[src/rtl/rf_wb_scheduler_if.sv]
// Writeback bundle between the execute/memory requesters, the issue stage and the scheduler.
// The scheduler takes the slave side; requesters and issue logic take the master side.
interface rf_wb_scheduler_if #(
    parameter int WIDTH = 32
);
    logic             req0_valid;
    logic [4:0]       req0_rd;
    logic [WIDTH-1:0] req0_data;
    logic             req0_ready;
    logic             req1_valid;
    logic [4:0]       req1_rd;
    logic [WIDTH-1:0] req1_data;
    logic             req1_ready;
    logic             mark_valid;
    logic [4:0]       mark_rd;
    logic [4:0]       rs1_addr;
    logic [4:0]       rs2_addr;
    logic             rs1_busy;
    logic             rs2_busy;
    logic             rf_reg_write;
    logic [4:0]       rf_rd_addr;
    logic [WIDTH-1:0] rf_wr_data;

    modport master (
        output req0_valid, req0_rd, req0_data,
        output req1_valid, req1_rd, req1_data,
        output mark_valid, mark_rd, rs1_addr, rs2_addr,
        input  req0_ready, req1_ready, rs1_busy, rs2_busy,
        input  rf_reg_write, rf_rd_addr, rf_wr_data
    );

    modport slave (
        input  req0_valid, req0_rd, req0_data,
        input  req1_valid, req1_rd, req1_data,
        input  mark_valid, mark_rd, rs1_addr, rs2_addr,
        output req0_ready, req1_ready, rs1_busy, rs2_busy,
        output rf_reg_write, rf_rd_addr, rf_wr_data
    );
endinterface

[src/rtl/rf_wb_scheduler.sv]
// Shares the RF write port between ALU (req0) and load (req1) writebacks and keeps a busy scoreboard.
// Latency: 1 cycle accept -> rf_reg_write; rs*_busy combinational from flops, no bypass.
// Backpressure: loser sees ready low and holds; round-robin, or load-first under WB_LOAD_PRIORITY_EN.
module rf_wb_scheduler #(
    parameter int WIDTH  = 32,
    parameter int N_REGS = 32
) (
    input  logic             clk,
    input  logic             reset,
    rf_wb_scheduler_if.slave wb
);
    logic              grant0;
    logic              grant1;
    logic              acc0;
    logic              acc1;
    logic              wr_en_q;
    logic [4:0]        wr_addr_q;
    logic [WIDTH-1:0]  wr_data_q;
    logic [N_REGS-1:0] busy_q;
    logic [N_REGS-1:0] busy_d;

`ifdef WB_LOAD_PRIORITY_EN
    always_comb begin
        grant0 = 1'b0;
        grant1 = 1'b0;
        if (wb.req1_valid) begin
            grant1 = 1'b1;
        end else if (wb.req0_valid) begin
            grant0 = 1'b1;
        end
    end
`else
    // last_grant: 0 = req0 won the previous accept, 1 = req1 did
    logic last_grant_q;

    always_comb begin
        grant0 = 1'b0;
        grant1 = 1'b0;
        if (wb.req0_valid && wb.req1_valid) begin
            grant0 = last_grant_q;
            grant1 = ~last_grant_q;
        end else if (wb.req0_valid) begin
            grant0 = 1'b1;
        end else if (wb.req1_valid) begin
            grant1 = 1'b1;
        end
    end

    always_ff @(posedge clk) begin
        if (!reset) begin
            last_grant_q <= 1'b1;
        end else if (acc0) begin
            last_grant_q <= 1'b0;
        end else if (acc1) begin
            last_grant_q <= 1'b1;
        end
    end
`endif

    assign acc0 = wb.req0_valid && grant0;
    assign acc1 = wb.req1_valid && grant1;

    assign wb.req0_ready = grant0;
    assign wb.req1_ready = grant1;

    always_ff @(posedge clk) begin
        if (!reset) begin
            wr_en_q   <= 1'b0;
            wr_addr_q <= '0;
            wr_data_q <= '0;
        end else if (acc0) begin
            wr_en_q   <= (wb.req0_rd != 5'd0);
            wr_addr_q <= wb.req0_rd;
            wr_data_q <= wb.req0_data;
        end else if (acc1) begin
            wr_en_q   <= (wb.req1_rd != 5'd0);
            wr_addr_q <= wb.req1_rd;
            wr_data_q <= wb.req1_data;
        end else begin
            wr_en_q   <= 1'b0;
        end
    end

    assign wb.rf_reg_write = wr_en_q;
    assign wb.rf_rd_addr   = wr_addr_q;
    assign wb.rf_wr_data   = wr_data_q;

    // Clear is applied before mark so a new producer of the same register keeps it busy.
    always_comb begin
        busy_d = busy_q;
        if (wr_en_q) begin
            busy_d[wr_addr_q] = 1'b0;
        end
        if (wb.mark_valid && (wb.mark_rd != 5'd0)) begin
            busy_d[wb.mark_rd] = 1'b1;
        end
        busy_d[0] = 1'b0;
    end

    always_ff @(posedge clk) begin
        if (!reset) begin
            busy_q <= '0;
        end else begin
            busy_q <= busy_d;
        end
    end

    assign wb.rs1_busy = busy_q[wb.rs1_addr];
    assign wb.rs2_busy = busy_q[wb.rs2_addr];

    a_one_ready: assert property (@(posedge clk) !(wb.req0_ready && wb.req1_ready));
    a_x0_idle:   assert property (@(posedge clk) disable iff (!reset) !busy_q[0]);
endmodule

[src/flat_wrapper.sv]
// flat-port wrapper written by rule: the top's interface ports become plain ports
module rf_wb_scheduler_flat 
#(
    parameter int WIDTH  = 32,
    parameter int N_REGS = 32
)
  (clk, reset, wb_req0_valid, wb_req0_rd, wb_req0_data, wb_req1_valid, wb_req1_rd, wb_req1_data, wb_mark_valid, wb_mark_rd, wb_rs1_addr, wb_rs2_addr, wb_req0_ready, wb_req1_ready, wb_rs1_busy, wb_rs2_busy, wb_rf_reg_write, wb_rf_rd_addr, wb_rf_wr_data);
  rf_wb_scheduler_if #(.WIDTH(WIDTH)) wb_i ();
  input  logic clk;
  input  logic reset;
  input wire logic [$bits(wb_i.req0_valid)-1:0] wb_req0_valid;
  input wire logic [$bits(wb_i.req0_rd)-1:0] wb_req0_rd;
  input wire logic [$bits(wb_i.req0_data)-1:0] wb_req0_data;
  input wire logic [$bits(wb_i.req1_valid)-1:0] wb_req1_valid;
  input wire logic [$bits(wb_i.req1_rd)-1:0] wb_req1_rd;
  input wire logic [$bits(wb_i.req1_data)-1:0] wb_req1_data;
  input wire logic [$bits(wb_i.mark_valid)-1:0] wb_mark_valid;
  input wire logic [$bits(wb_i.mark_rd)-1:0] wb_mark_rd;
  input wire logic [$bits(wb_i.rs1_addr)-1:0] wb_rs1_addr;
  input wire logic [$bits(wb_i.rs2_addr)-1:0] wb_rs2_addr;
  output wire logic [$bits(wb_i.req0_ready)-1:0] wb_req0_ready;
  output wire logic [$bits(wb_i.req1_ready)-1:0] wb_req1_ready;
  output wire logic [$bits(wb_i.rs1_busy)-1:0] wb_rs1_busy;
  output wire logic [$bits(wb_i.rs2_busy)-1:0] wb_rs2_busy;
  output wire logic [$bits(wb_i.rf_reg_write)-1:0] wb_rf_reg_write;
  output wire logic [$bits(wb_i.rf_rd_addr)-1:0] wb_rf_rd_addr;
  output wire logic [$bits(wb_i.rf_wr_data)-1:0] wb_rf_wr_data;
  assign wb_i.req0_valid = wb_req0_valid;
  assign wb_i.req0_rd = wb_req0_rd;
  assign wb_i.req0_data = wb_req0_data;
  assign wb_i.req1_valid = wb_req1_valid;
  assign wb_i.req1_rd = wb_req1_rd;
  assign wb_i.req1_data = wb_req1_data;
  assign wb_i.mark_valid = wb_mark_valid;
  assign wb_i.mark_rd = wb_mark_rd;
  assign wb_i.rs1_addr = wb_rs1_addr;
  assign wb_i.rs2_addr = wb_rs2_addr;
  assign wb_req0_ready = wb_i.req0_ready;
  assign wb_req1_ready = wb_i.req1_ready;
  assign wb_rs1_busy = wb_i.rs1_busy;
  assign wb_rs2_busy = wb_i.rs2_busy;
  assign wb_rf_reg_write = wb_i.rf_reg_write;
  assign wb_rf_rd_addr = wb_i.rf_rd_addr;
  assign wb_rf_wr_data = wb_i.rf_wr_data;
  rf_wb_scheduler #(.WIDTH(WIDTH), .N_REGS(N_REGS)) u_core (.clk(clk), .reset(reset), .wb(wb_i));
endmodule
[config.mk]
export PLATFORM = sky130hd
export DESIGN_NAME = rf_wb_scheduler_flat
export DESIGN_NICKNAME = d
export VERILOG_FILES = /design/src/rtl/rf_wb_scheduler_if.sv /design/src/rtl/rf_wb_scheduler.sv /design/src/flat_wrapper.sv
export SDC_FILE = /design/constraint.sdc
export NUM_CORES = 1
export LEC_CHECK = 0
export BUFFER_PORTS_ARGS = -buffer_cell sky130_fd_sc_hd__buf_4
export CAP_MARGIN = 40
export CORE_MARGIN = 2
export CORE_UTILIZATION = 53
export CTS_CLUSTER_SIZE = 24
export DETAILED_ROUTE_END_ITERATION = 7
export PLACE_DENSITY_LB_ADDON = 0.15
export SYNTH_ARGS = -nofsm -noshare
export SYNTH_HDL_FRONTEND = slang
export SYNTH_SLANG_ARGS = --single-unit
[constraint.sdc]
create_clock -name clk -period 2.8 [get_ports clk]
set_input_delay 0.56 -clock clk [delete_from_list [all_inputs] [get_ports clk]]
set_output_delay 0.56 -clock clk [all_outputs]
set_load 0.03 [all_outputs]
==> qor.log <==
qor: worst_setup_path.crit-reg2reg-launch u_core.last_grant_q
qor: logic_synthesis.synth.lib_cells_used.distinct 36
qor: layout.final-seq-area 1400 sq um
qor: drt.dr.pass1.iters 4
qor: placed_design.port_buffers 135
qor: drt.detail_route.vias_per_cell 5.90
qor: drt.route.vias.total 3831
qor: worst_setup_path.timing.critical_path.arrival 1.77 ns
qor: clocking.cts-root-to-sink-buffers 2
qor: power_and_ir_drop.total_power 2330 uW
qor: worst_setup_path.timing_worst_setup_path_type in2out
qor: power_and_ir_drop.leak_pwr 0.00205 uW
qor: clocking.cts-resized-gates 0
qor: floorplan.floorplan.initialDensity 0.555
qor: floorplan.die-height 86.0 microns
qor: grt.grtUsageMet3 0.0828
qor: grt.gr-total-overflow 0
qor: timing.slew_viol_final 0
qor: logic_synthesis.yosysSeqAreaShare 0.393
qor: layout.mostFrequentLayoutCells sky130_fd_sc_hd__buf_4, sky130_fd_sc_hd__nand2_1, sky130_fd_sc_hd__dfxtp_1
qor: layout.syn2layout_area_growth 32.0%
qor: timing.fin_crit_sh 0.831
qor: grt.grt_overall_usage 0.294
qor: floorplan.core_area 6420 sq um
qor: worst_setup_path.critical_path.max_fanout 7
qor: drt.route.detailed.wl_per_inst 16.9 microns
qor: drt.drtAntennaViolNets 0
qor: logic_synthesis.synth-async-reset-ratio 0
qor: flow_run.drv_cap 0
qor: timing.final_number_of_setup_violating_endpoints 0
qor: drt.post_route_drc_violation_count 0
qor: grt.first_global_vias 3727
qor: logic_synthesis.synth_enable_flop_cells 0
qor: clocking.cts.repair_timing.setup_buffer_count 0
qor: timing.worst_pin_slew 0.812 ns
qor: clocking.clock_sinks 70
qor: worst_hold_path.timing.hold.worst_endpoint u_core.last_grant_q
qor: logic_synthesis.syn_area 3570 sq um
qor: layout.nFillCells 527
qor: floorplan.floorplan.die.width 86.0 microns
qor: grt.met2_usage 0.516
qor: worst_hold_path.hold_path.class in2reg
qor: worst_hold_path.hold_path.startpoint reset
qor: logic_synthesis.synth_warnings 0
qor: grt.grt_pass1_wl 17300 microns
qor: worst_hold_path.min_delay_path_depth 2
qor: logic_synthesis.syn_nets 546
qor: timing.finalClockSkew 0.0161 ns
qor: timing.timing.final.crit_period 2.33 ns
qor: grt.grt_busiest_layer met2
qor: drt.totalWireLength 11000 microns
qor: logic_synthesis.synth_area_per_cell 7.89 sq um
qor: logic_synthesis.yosys_register_bits 70
qor: floorplan.fp_rows 29
qor: clocking.cts_tree yes
qor: worst_setup_path.timing.reg2reg.worst_path_depth 6
qor: worst_setup_path.rr_endpoint u_core.wb.rf_wr_data[18]
qor: logic_synthesis.post_synth_xor_xnor_area 0
qor: layout.final_layout_size_suffix_gt1_frac 0.280
qor: logic_synthesis.synth_ff_type sky130_fd_sc_hd__dfxtp_1
qor: floorplan.num_io_pins 136
qor: clocking.cts.htree.levels 3
qor: worst_setup_path.worst_setup_path_end_kind primary output
qor: clocking.cts_root_buffer sky130_fd_sc_hd__clkbuf_8
qor: power_and_ir_drop.power.ir.vdd_worst 0.277 mV
qor: clocking.path_clk_slew 0.07 ns
qor: worst_setup_path.worst-r2r-setup-slack 1.19 ns
qor: logic_synthesis.synth-adder-area-share 0
qor: logic_synthesis.yosys-mux-area-fraction 0.0905
qor: drt.drt-initial-drc-count 195
qor: layout.multi_input_comb_area 1960 sq um
qor: floorplan.fp.dieArea 7400 sq um
qor: logic_synthesis.synth_cells 452
qor: worst_setup_path.start_kind input port
qor: grt.grt_max_degree 44
qor: timing.maxClockFrequency 430 MHz
qor: layout.final_nets 664
qor: logic_synthesis.synth_compound_area_frac 0.214
qor: layout.final_common_cell sky130_fd_sc_hd__buf_4
qor: logic_synthesis.synth-simple-area-share 0.246
qor: status.outcome completed
qor: clocking.tritoncts_buffers 9
qor: power_and_ir_drop.powerDensity 495 nW/um^2
qor: worst_setup_path.cp_data_required_time 2.24 ns
qor: timing.maxSlewHeadroom 0.455
qor: timing.hold_viol_final 0
qor: grt.initial_antenna_violation_count 0
qor: logic_synthesis.main_combinational_cell_family_by_area_after_synthesis simple AND/OR/NAND/NOR gates
qor: placed_design.globalplace.congestion 0.937
qor: clocking.ctsHoldBuffers 0
qor: placed_design.final_hpwl_from_detailed_placement 8080 microns
qor: grt.grtUsageMet1 0.338
qor: timing.grt_setup_unrepaired false
qor: clocking.worst_skew_pair.late_latency 0.34 ns
qor: layout.antennaDiodeCount 0
qor: timing.fin_tns_setup 0 ns
[layer usage]
layer | wire length (microns) | vias to the layer above
met5 | 0 | -
met4 | 284 | 0
met3 | 870 | 28
met2 | 5390 | 182
met1 | 4400 | 1776
li1 | - | 1845
[cell usage after synthesis (5+ instances only)]
cell type	instances	area [sq um]
sky130_fd_sc_hd__nand2_1	112	420
sky130_fd_sc_hd__dfxtp_1	70	1400
sky130_fd_sc_hd__nor2_1	45	169
sky130_fd_sc_hd__a21oi_1	38	190
sky130_fd_sc_hd__a311oi_1	37	324
sky130_fd_sc_hd__o21ai_0	33	165
sky130_fd_sc_hd__mux2i_1	18	180
sky130_fd_sc_hd__clkbuf_1	15	56.3
sky130_fd_sc_hd__nand3_1	11	55.1
sky130_fd_sc_hd__buf_2	8	40.0
sky130_fd_sc_hd__buf_4	7	52.6
sky130_fd_sc_hd__nand2b_1	6	37.5
sky130_fd_sc_hd__nand3b_1	5	37.5
[area by class of cell]
class,count,area share
multi-input combinational,344,0.417
sequential,70,0.298
timing repair buffer,141,0.227
clock buffer,12,0.0329
tap,77,0.0205
inverter,4,0.00319
clock inverter,1,0.00159
[metrics by stage]
step	std cells	cell area, sq um	util	hold slack [ns]	setup slack, ns
floorplan	452	3570	-	0.454	0.546
global placement	636	4550	0.708	0.471	0.464
detailed placement	636	4550	0.708	0.489	0.463
CTS	649	4710	0.733	0.407	0.463
global route	649	4710	0.733	0.415	0.402
finish	649	4710	0.733	0.416	0.474
[worst max-delay path, cell delays in order]
cell	delay, ns
sky130_fd_sc_hd__buf_4	0.14
sky130_fd_sc_hd__mux4_1	0.58
sky130_fd_sc_hd__o2111ai_1	0.20
sky130_fd_sc_hd__nand4_1	0.10
sky130_fd_sc_hd__buf_4	0.18
[cell families after synthesis]
family          count (synthesis)
buf+inv                        38
simple gates                  201
flops                          70
compound gates                119
mux                            24
[how the worst max path moves through the flow]
| stage | depth (start not counted) | slack, ns | end | from |
|---|---|---|---|---|
| after CTS | 5 | 0.46 | wb_rs2_busy | wb_rs2_addr[0] |
| after global placement | 5 | 0.46 | wb_rs1_busy | wb_rs1_addr[0] |
| after detailed placement | 5 | 0.46 | wb_rs2_busy | wb_rs2_addr[0] |
| after floorplan | 5 | 0.55 | wb_rs1_busy | wb_rs1_addr[0] |
| final | 5 | 0.47 | wb_rs2_busy | wb_rs2_addr[0] |
| after global routing | 5 | 0.40 | wb_rs2_busy | wb_rs2_addr[0] |
[sequential cells by signal, summed over array words and instances, names as in the netlist]
signal                  cells
u_core.wb.rf_wr_data       32
u_core.busy_q              31
u_core.wb.rf_rd_addr        5
u_core.last_grant_q         1
u_core.wb.rf_reg_write      1
[report_power, final]
group,internal (uW),total [uW],switching (uW)
clock network,356,709,353
logic,230,533,303
registers,1050,1090,42.0
Note: power is estimated with default switching activity, not from simulation.
